$ cat src/rtl/spi_cmd_master_pkg.sv
// spi_cmd_master shared types: FSM state encoding, default frame width
// and counter-width helpers used by the master and its sclk divider.
package spi_cmd_pkg;

    typedef enum logic [2:0] {
        ST_IDLE,
        ST_SETUP,
        ST_SHIFT,
        ST_HOLD,
        ST_GAP
    } state_t;

    localparam int DEF_VALUE_WIDTH = 32;
    localparam int DEF_CLK_DIV     = 4;
    localparam int DEF_CS_TIME     = 2;

    // Bits needed to count 0..n-1 (never less than one bit).
    function automatic int cnt_w(input int n);
        return (n <= 1) ? 1 : $clog2(n);
    endfunction

    function automatic int max3(input int a, input int b, input int c);
        int m;
        m = (a > b) ? a : b;
        return (m > c) ? m : c;
    endfunction

    localparam int DEF_DIV_W = cnt_w(DEF_CLK_DIV);
    localparam int DEF_PH_W  = cnt_w(DEF_CS_TIME);

endpackage

$ cat src/rtl/spi_cmd_master_if.sv
// Command/handshake and SPI pin bundle of spi_cmd_master.
// master modport is the DUT side; slave modport is the user/pin side.
interface spi_cmd_master_if
    import spi_cmd_pkg::*;
#(
    parameter int VALUE_WIDTH = DEF_VALUE_WIDTH
);
    logic                   startTrigger;
    logic [VALUE_WIDTH-1:0] txValue;
    logic                   busy;
    logic [VALUE_WIDTH-1:0] rxValue;
    logic                   rxDoneTrigger;
    logic                   spi_cs;
    logic                   spi_sclk;
    logic                   spi_mosi;
    logic                   spi_miso;

    modport master (
        input  startTrigger, txValue, spi_miso,
        output busy, rxValue, rxDoneTrigger,
        output spi_cs, spi_sclk, spi_mosi
    );

    modport slave (
        output startTrigger, txValue, spi_miso,
        input  busy, rxValue, rxDoneTrigger,
        input  spi_cs, spi_sclk, spi_mosi
    );
endinterface

$ cat src/rtl/spi_cmd_master_sclk_gen.sv
// sclk divider: toggles sclk every CLK_DIV enabled cycles and flags the
// rising/falling toggle edges; held cleared whenever not enabled.
module spi_sclk_gen
    import spi_cmd_pkg::*;
#(
    parameter int CLK_DIV = DEF_CLK_DIV
) (
    input  logic clk,
    input  logic rest,
    input  logic i_en,
    output logic o_sclk,
    output logic o_riseEn,
    output logic o_fallEn
);
    localparam int DIV_W = cnt_w(CLK_DIV);

    logic [DIV_W-1:0] r_div;
    logic             r_sclk;
    logic             w_tc;

    assign w_tc     = i_en && (r_div == DIV_W'(CLK_DIV - 1));
    assign o_riseEn = w_tc && !r_sclk;
    assign o_fallEn = w_tc && r_sclk;
    assign o_sclk   = r_sclk;

    // Half-period divider; sclk returns low as soon as enable drops.
    always_ff @(posedge clk) begin
        if (rest || !i_en) begin
            r_div  <= '0;
            r_sclk <= 1'b0;
        end else if (w_tc) begin
            r_div  <= '0;
            r_sclk <= ~r_sclk;
        end else begin
            r_div  <= r_div + DIV_W'(1);
        end
    end

endmodule

$ cat src/rtl/spi_cmd_master.sv
// SPI mode-0 command master: full-duplex MSB-first frame per start.
// Optional SPI_CMD_MASTER_BURST_EN chains frames under one cs envelope.
module spi_cmd_master
    import spi_cmd_pkg::*;
#(
    parameter int VALUE_WIDTH = DEF_VALUE_WIDTH,
    parameter int CLK_DIV     = DEF_CLK_DIV,
    parameter int CS_SETUP    = DEF_CS_TIME,
    parameter int CS_HOLD     = DEF_CS_TIME,
    parameter int CS_GAP      = DEF_CS_TIME
) (
    input  logic clk,
    input  logic rest,
    spi_cmd_master_if.master io_bus
);
    localparam int PH_W  = cnt_w(max3(CS_SETUP, CS_HOLD, CS_GAP));
    localparam int BIT_W = cnt_w(VALUE_WIDTH);

    state_t                 r_state;
    state_t                 w_stateNext;
    logic [PH_W-1:0]        r_phCnt;
    logic [PH_W-1:0]        w_phLim;
    logic [BIT_W-1:0]       r_bitCnt;
    logic [VALUE_WIDTH-1:0] r_tx;
    logic [VALUE_WIDTH-1:0] r_rx;
    logic [VALUE_WIDTH-1:0] r_rxValue;
    logic                   r_cs;
    logic                   r_mosi;
    logic                   r_busy;
    logic                   r_rxDone;
    logic                   w_sclk;
    logic                   w_riseEn;
    logic                   w_fallEn;
    logic                   w_shiftEn;
    logic                   w_phLast;
    logic                   w_bitLast;
    logic                   w_load;
    logic                   w_holdDone;

    assign w_shiftEn = (r_state == ST_SHIFT);
    assign w_phLast  = (r_phCnt == w_phLim);
    assign w_bitLast = (r_bitCnt == BIT_W'(VALUE_WIDTH - 1));

    spi_sclk_gen #(
        .CLK_DIV (CLK_DIV)
    ) u_sclk (
        .clk      (clk),
        .rest     (rest),
        .i_en     (w_shiftEn),
        .o_sclk   (w_sclk),
        .o_riseEn (w_riseEn),
        .o_fallEn (w_fallEn)
    );

    assign io_bus.spi_cs        = r_cs;
    assign io_bus.spi_sclk      = w_sclk;
    assign io_bus.spi_mosi      = r_mosi;
    assign io_bus.busy          = r_busy;
    assign io_bus.rxValue       = r_rxValue;
    assign io_bus.rxDoneTrigger = r_rxDone;

    // State register.
    always_ff @(posedge clk) begin
        if (rest) begin
            r_state <= ST_IDLE;
        end else begin
            r_state <= w_stateNext;
        end
    end

    // Next state, phase length and frame load / completion strobes.
    always_comb begin
        w_stateNext = r_state;
        w_phLim     = '0;
        w_load      = 1'b0;
        w_holdDone  = 1'b0;
        unique case (r_state)
            ST_IDLE: begin
                if (io_bus.startTrigger) begin
                    w_stateNext = ST_SETUP;
                    w_load      = 1'b1;
                end
            end
            ST_SETUP: begin
                w_phLim = PH_W'(CS_SETUP - 1);
                if (w_phLast) begin
                    w_stateNext = ST_SHIFT;
                end
            end
            ST_SHIFT: begin
                if (w_fallEn && w_bitLast) begin
                    w_stateNext = ST_HOLD;
                end
            end
            ST_HOLD: begin
                w_phLim = PH_W'(CS_HOLD - 1);
                if (w_phLast) begin
                    w_holdDone  = 1'b1;
                    w_stateNext = ST_GAP;
`ifdef SPI_CMD_MASTER_BURST_EN
                    if (io_bus.startTrigger) begin
                        w_stateNext = ST_SHIFT;
                        w_load      = 1'b1;
                    end
`endif
                end
            end
            ST_GAP: begin
                w_phLim = PH_W'(CS_GAP - 1);
                if (w_phLast) begin
                    w_stateNext = ST_IDLE;
                end
            end
            default: begin
                w_stateNext = ST_IDLE;
            end
        endcase
    end

    // Phase and bit counters; phase restarts on every state change.
    always_ff @(posedge clk) begin
        if (rest) begin
            r_phCnt  <= '0;
            r_bitCnt <= '0;
        end else begin
            if (w_stateNext != r_state) begin
                r_phCnt <= '0;
            end else if (r_state == ST_SETUP || r_state == ST_HOLD ||
                         r_state == ST_GAP) begin
                r_phCnt <= r_phCnt + PH_W'(1);
            end
            if (w_load) begin
                r_bitCnt <= '0;
            end else if (w_fallEn) begin
                r_bitCnt <= r_bitCnt + BIT_W'(1);
            end
        end
    end

    // Shift datapath, cs/mosi pins, busy and receive result.
    always_ff @(posedge clk) begin
        if (rest) begin
            r_tx      <= '0;
            r_rx      <= '0;
            r_rxValue <= '0;
            r_cs      <= 1'b1;
            r_mosi    <= 1'b0;
            r_busy    <= 1'b0;
            r_rxDone  <= 1'b0;
        end else begin
            r_busy   <= (w_stateNext != ST_IDLE);
            r_rxDone <= 1'b0;
            if (w_riseEn) begin
                r_rx <= {r_rx[VALUE_WIDTH-2:0], io_bus.spi_miso};
            end
            if (w_fallEn && !w_bitLast) begin
                r_mosi <= r_tx[VALUE_WIDTH-2];
                r_tx   <= r_tx << 1;
            end
            if (w_holdDone) begin
                r_rxValue <= r_rx;
                r_rxDone  <= 1'b1;
                r_cs      <= 1'b1;
                r_mosi    <= 1'b0;
            end
            // A load in the last hold cycle overrides the cs release.
            if (w_load) begin
                r_tx   <= io_bus.txValue;
                r_mosi <= io_bus.txValue[VALUE_WIDTH-1];
                r_cs   <= 1'b0;
            end
        end
    end

endmodule
$ cat src/flat_wrapper.sv
// flat-port wrapper written by rule: the top's interface ports become plain ports
module spi_cmd_master_flat import spi_cmd_pkg::*;
#(
    parameter int VALUE_WIDTH = DEF_VALUE_WIDTH,
    parameter int CLK_DIV     = DEF_CLK_DIV,
    parameter int CS_SETUP    = DEF_CS_TIME,
    parameter int CS_HOLD     = DEF_CS_TIME,
    parameter int CS_GAP      = DEF_CS_TIME
)
  (clk, rest, io_bus_startTrigger, io_bus_txValue, io_bus_spi_miso, io_bus_busy, io_bus_rxValue, io_bus_rxDoneTrigger, io_bus_spi_cs, io_bus_spi_sclk, io_bus_spi_mosi);
  spi_cmd_master_if #(.VALUE_WIDTH(VALUE_WIDTH)) io_bus_i ();
  input  logic clk;
  input  logic rest;
  input wire logic [$bits(io_bus_i.startTrigger)-1:0] io_bus_startTrigger;
  input wire logic [$bits(io_bus_i.txValue)-1:0] io_bus_txValue;
  input wire logic [$bits(io_bus_i.spi_miso)-1:0] io_bus_spi_miso;
  output wire logic [$bits(io_bus_i.busy)-1:0] io_bus_busy;
  output wire logic [$bits(io_bus_i.rxValue)-1:0] io_bus_rxValue;
  output wire logic [$bits(io_bus_i.rxDoneTrigger)-1:0] io_bus_rxDoneTrigger;
  output wire logic [$bits(io_bus_i.spi_cs)-1:0] io_bus_spi_cs;
  output wire logic [$bits(io_bus_i.spi_sclk)-1:0] io_bus_spi_sclk;
  output wire logic [$bits(io_bus_i.spi_mosi)-1:0] io_bus_spi_mosi;
  assign io_bus_i.startTrigger = io_bus_startTrigger;
  assign io_bus_i.txValue = io_bus_txValue;
  assign io_bus_i.spi_miso = io_bus_spi_miso;
  assign io_bus_busy = io_bus_i.busy;
  assign io_bus_rxValue = io_bus_i.rxValue;
  assign io_bus_rxDoneTrigger = io_bus_i.rxDoneTrigger;
  assign io_bus_spi_cs = io_bus_i.spi_cs;
  assign io_bus_spi_sclk = io_bus_i.spi_sclk;
  assign io_bus_spi_mosi = io_bus_i.spi_mosi;
  spi_cmd_master #(.VALUE_WIDTH(VALUE_WIDTH), .CLK_DIV(CLK_DIV), .CS_SETUP(CS_SETUP), .CS_HOLD(CS_HOLD), .CS_GAP(CS_GAP)) u_core (.clk(clk), .rest(rest), .io_bus(io_bus_i));
endmodule
$ cat config.mk
export PLATFORM = sky130hd
export DESIGN_NAME = spi_cmd_master_flat
export DESIGN_NICKNAME = d
export VERILOG_FILES = /design/src/rtl/spi_cmd_master_pkg.sv /design/src/rtl/spi_cmd_master_if.sv /design/src/rtl/spi_cmd_master_sclk_gen.sv /design/src/rtl/spi_cmd_master.sv /design/src/flat_wrapper.sv
export SDC_FILE = /design/constraint.sdc
export NUM_CORES = 1
export LEC_CHECK = 0
export CAP_MARGIN = 20
export CELL_PAD_IN_SITES_DETAIL_PLACEMENT = 1
export CELL_PAD_IN_SITES_GLOBAL_PLACEMENT = 1
export CORE_MARGIN = 1.5
export CORE_UTILIZATION = 35
export CTS_CLUSTER_DIAMETER = 200
export DETAILED_ROUTE_END_ITERATION = 12
export GPL_TIMING_DRIVEN = 0
export PLACE_DENSITY = 0.81
export SETUP_SLACK_MARGIN = 0.1
export SLEW_MARGIN = 20
export SYNTH_ARGS = -nofsm -noshare
export SYNTH_HDL_FRONTEND = slang
export SYNTH_SLANG_ARGS = --single-unit
$ cat constraint.sdc
create_clock -name clk -period 1.6 [get_ports clk]
set_clock_uncertainty 0.1 [all_clocks]
set_input_delay 0.32 -clock clk [delete_from_list [all_inputs] [get_ports clk]]
set_output_delay 0.32 -clock clk [all_outputs]
set_load 0.05 [all_outputs]
==> flow_metrics.env <==
export IMPL_synthCells=527
export IMPL_status="finished with violations"
export IMPL_drv_cap=0
export IMPL_clk_latency_ps=360
export IMPL_whs_path_depth=2
export IMPL_crit_slowest_cell="dfxtp_2"
export IMPL_fin_hold_ws_ps=357
export IMPL_grt_pass1_vias=4261
export IMPL_start_util=0.365
export IMPL_yosysSeqAreaShare=0.501
export IMPL_failed_checks="negative setup slack"
export IMPL_crit_fanout=10
export IMPL_fillers=1478
export IMPL_antenna_found_initial=0
export IMPL_dpl_hpwl_mm=8.35
export IMPL_cts_buffers=9
export IMPL_finalSetupTns_ps=-8280
export IMPL_async_flop_share=0
export IMPL_ys_types=32
export IMPL_dieArea_sq_um=13300
export IMPL_crit_chain="ha_4 -> and3_4 -> ha_4 -> nand3b_4 -> buf_8 -> o211ai_1 -> a221oi_1"
export IMPL_grt_pass1_wl_mm=20.3
export IMPL_synth_avg_cell_area_sq_um=8.41
export IMPL_boundaryPins=73
export IMPL_worstPathRequired_ps=1700
export IMPL_p_per_area_nw_per_um2=974
export IMPL_synth_edf_count=0
export IMPL_drtAntennaViolNets=0
export IMPL_p_leak_nw=2.20
export IMPL_cp_arrival_ps=1900
export IMPL_io_buffer_count=71
export IMPL_grt_start_max_net_pins=22
export IMPL_yosys_warnings=0
export IMPL_die_w_um=116
export IMPL_reg2reg_depth=7
export IMPL_cts_hold_buf=0
export IMPL_cts_tree="built"
export IMPL_post_route_min_period_ps=1800
export IMPL_ys_flop_type="dfxtp_1"
export IMPL_grt_overflow_total=0
export IMPL_synthesis_nets=566
export IMPL_cts_sinks=111
export IMPL_critPathLaunchType="flip-flop"
export IMPL_worstHoldPathType="flip-flop to flip-flop"
export IMPL_wirelength_mm=12.2
export IMPL_clockBufferDepth=2
export IMPL_synth_common_cells="nand2_1 (134), dfxtp_1 (111), nor2_1 (95), a21oi_1 (69), a2111oi_2 (30)"
export IMPL_setup_viol=67
export IMPL_max_freq_mhz=556
export IMPL_syn_area_sq_um=4430
export IMPL_synth_area_top_cells="dfxtp_1 (50%), nand2_1 (11%), a2111oi_2 (10%), nor2_1 (8.0%), a21oi_1 (7.8%)"
export IMPL_clkSlewWorstSetupHoldPaths_ps=80
export IMPL_endpoint_kind="flip-flop"
export IMPL_route_detailed_drc=0
export IMPL_track_usage=0.192
export IMPL_worst_slack_ps=-197
export IMPL_firstDrtPassIters=4
export IMPL_hold_viol=0
export IMPL_final_period_utilization=1.12
export IMPL_placed_area_sq_um=5430
export IMPL_yosysTopAreaCell="dfxtp_1"
export IMPL_drtIter0Drc=156
export IMPL_final_core_util=0.479
export IMPL_slew_headroom=0.516
export IMPL_yosysMostFrequentCell="nand2_1"
export IMPL_core_sq_um=12200
export IMPL_path_common_cell="ha_4"
export IMPL_clockRootBuffer="clkbuf_16"
export IMPL_n_antenna_cell=0
export IMPL_grt_setup_unrepaired="yes"
export IMPL_final_cells=794
export IMPL_dp_cells=766
export IMPL_htree_levels=3
export IMPL_via_per_inst=4.98
export IMPL_wire_per_inst_um=15.4
export IMPL_path_class="flip-flop to flip-flop"
export IMPL_drive_gt1_frac=0.236
export IMPL_tightest_slew_ps=725
export IMPL_p_total_mw=5.68
export IMPL_ir_drop_v=0.000448
export IMPL_fp_row_count=40
export IMPL_design_area_sq_um=5830
export IMPL_final_nets=660
export IMPL_syn2layout_area_growth_pct=31.4
export IMPL_vias=3953
export IMPL_place_ws_ps=-663
export IMPL_fp_dieH_um=116
export IMPL_globalplace_congestion=0.756
export IMPL_ys_ff_latch=111
export IMPL_synth_top_area_share=0.501
export IMPL_finalMaxSlewViolations=0
export IMPL_worst_path_largest_cell_delay_ps=350
==> power breakdown <==
part	leakage, nW	switching [mW]	internal (mW)
registers	0.906	0.0568	2.85
clock network	0.147	1.14	1.11
logic	1.15	0.281	0.239
==> cell type report <==
type / instances / area (sq um) / share of cell area
clock buffers: 9 / 225 / 0.0387
flip-flops and latches: 111 / 2230 / 0.384
inverters: 2 / 7.51 / 0.00129
repair buffers: 83 / 647 / 0.111
well taps: 168 / 210 / 0.0361
multi-input cells: 374 / 2110 / 0.362
plain buffers: 40 / 319 / 0.0548
clock inverters: 7 / 73.8 / 0.0127
==> layer usage <==
metal,track usage,routed length (um),up-vias
li1,-,-,1950
met1,0.242,5550,1915
met2,0.340,6060,79
met3,0.0309,484,9
met4,0.0486,116,0
met5,0,0,-
==> path summary, 6_finish.rpt <==
kind	to	slack, ps	start
setup / recovery	u_core.io_bus.spi_mosi$_SDFFE_PP0P_	-200	u_core.r_bitCnt[0]$_SDFFE_PP0P_
hold / removal	u_core.io_bus.rxValue[20]$_SDFFE_PP0P_	360	u_core.io_bus.rxValue[20]$_SDFFE_PP0P_
setup reg to reg	u_core.io_bus.spi_mosi$_SDFFE_PP0P_	-200	u_core.r_bitCnt[0]$_SDFFE_PP0P_
hold reg to reg	u_core.io_bus.rxValue[20]$_SDFFE_PP0P_	360	u_core.io_bus.rxValue[20]$_SDFFE_PP0P_
==> state kept, by name, summed over array words and instances (netlist names) <==
| register | count |
|---|---|
| u_core.io_bus.rxDoneTrigger | 1 |
| u_core.io_bus.spi_cs | 1 |
| u_core.r_phCnt | 1 |
| u_core.r_state | 3 |
| u_core.u_sclk.o_sclk | 1 |
| u_core.r_tx | 31 |
| u_core.u_sclk.r_div | 2 |
| u_core.r_bitCnt | 5 |
| u_core.r_rx | 32 |
| u_core.io_bus.spi_mosi | 1 |
| u_core.io_bus.rxValue | 32 |
| u_core.io_bus.busy | 1 |
==> worst max-delay path: cells and delay by family (launching register included) <==
family	cells	cell delay (ps)
buffers and inverters	1	190
AOI/OAI and AO/OA	2	280
adders and majority gates	2	330
and+or+nand+nor	2	400
DFF	1	350
==> cells by family (layout without fill, tap and decap cells) <==
logic type | count (synthesis) | after routing | synth area share
xor gates and xnor gates | 5 | 5 | 0.00988
adders and majority gates | 3 | 3 | 0.00847
buffers and inverters | 43 | 141 | 0.0519
DFF | 111 | 111 | 0.501
AOI/OAI and AO/OA | 106 | 106 | 0.190
and+or+nand+nor | 259 | 260 | 0.238
==> placed cells by master (no fill, tap or decap), types with 2 or more instances in the layout <==
cell type and count:
clkbuf_16 9, nand3b_1 2, nor2_1 93, inv_8 2
a21oi_1 68, nand2_1 133, xor2_1 4, a31oi_1 2
nand3_1 6, and3_1 2, ha_4 3, a2111oi_2 29
buf_4 12, clkbuf_4 4, clkdlybuf4s50_1 34, buf_6 15
clkbuf_8 3, clkinv_4 3, dfxtp_1 103, clkdlybuf4s15_2 2
buf_8 2, nand2b_1 3, clkbuf_2 4, buf_2 37
clkbuf_1 9, nor3_1 5, nor2_4 2, dfxtp_2 7
o21ai_0 2, inv_1 2
==> repair_timing <==
item	4_1_cts	5_1_grt
cloned	6	0
pin swaps	1	4
setup endpoints to repair	143	126
setup buffers	5	2
resized for setup	179	57
(Power assumes the default switching activity.)
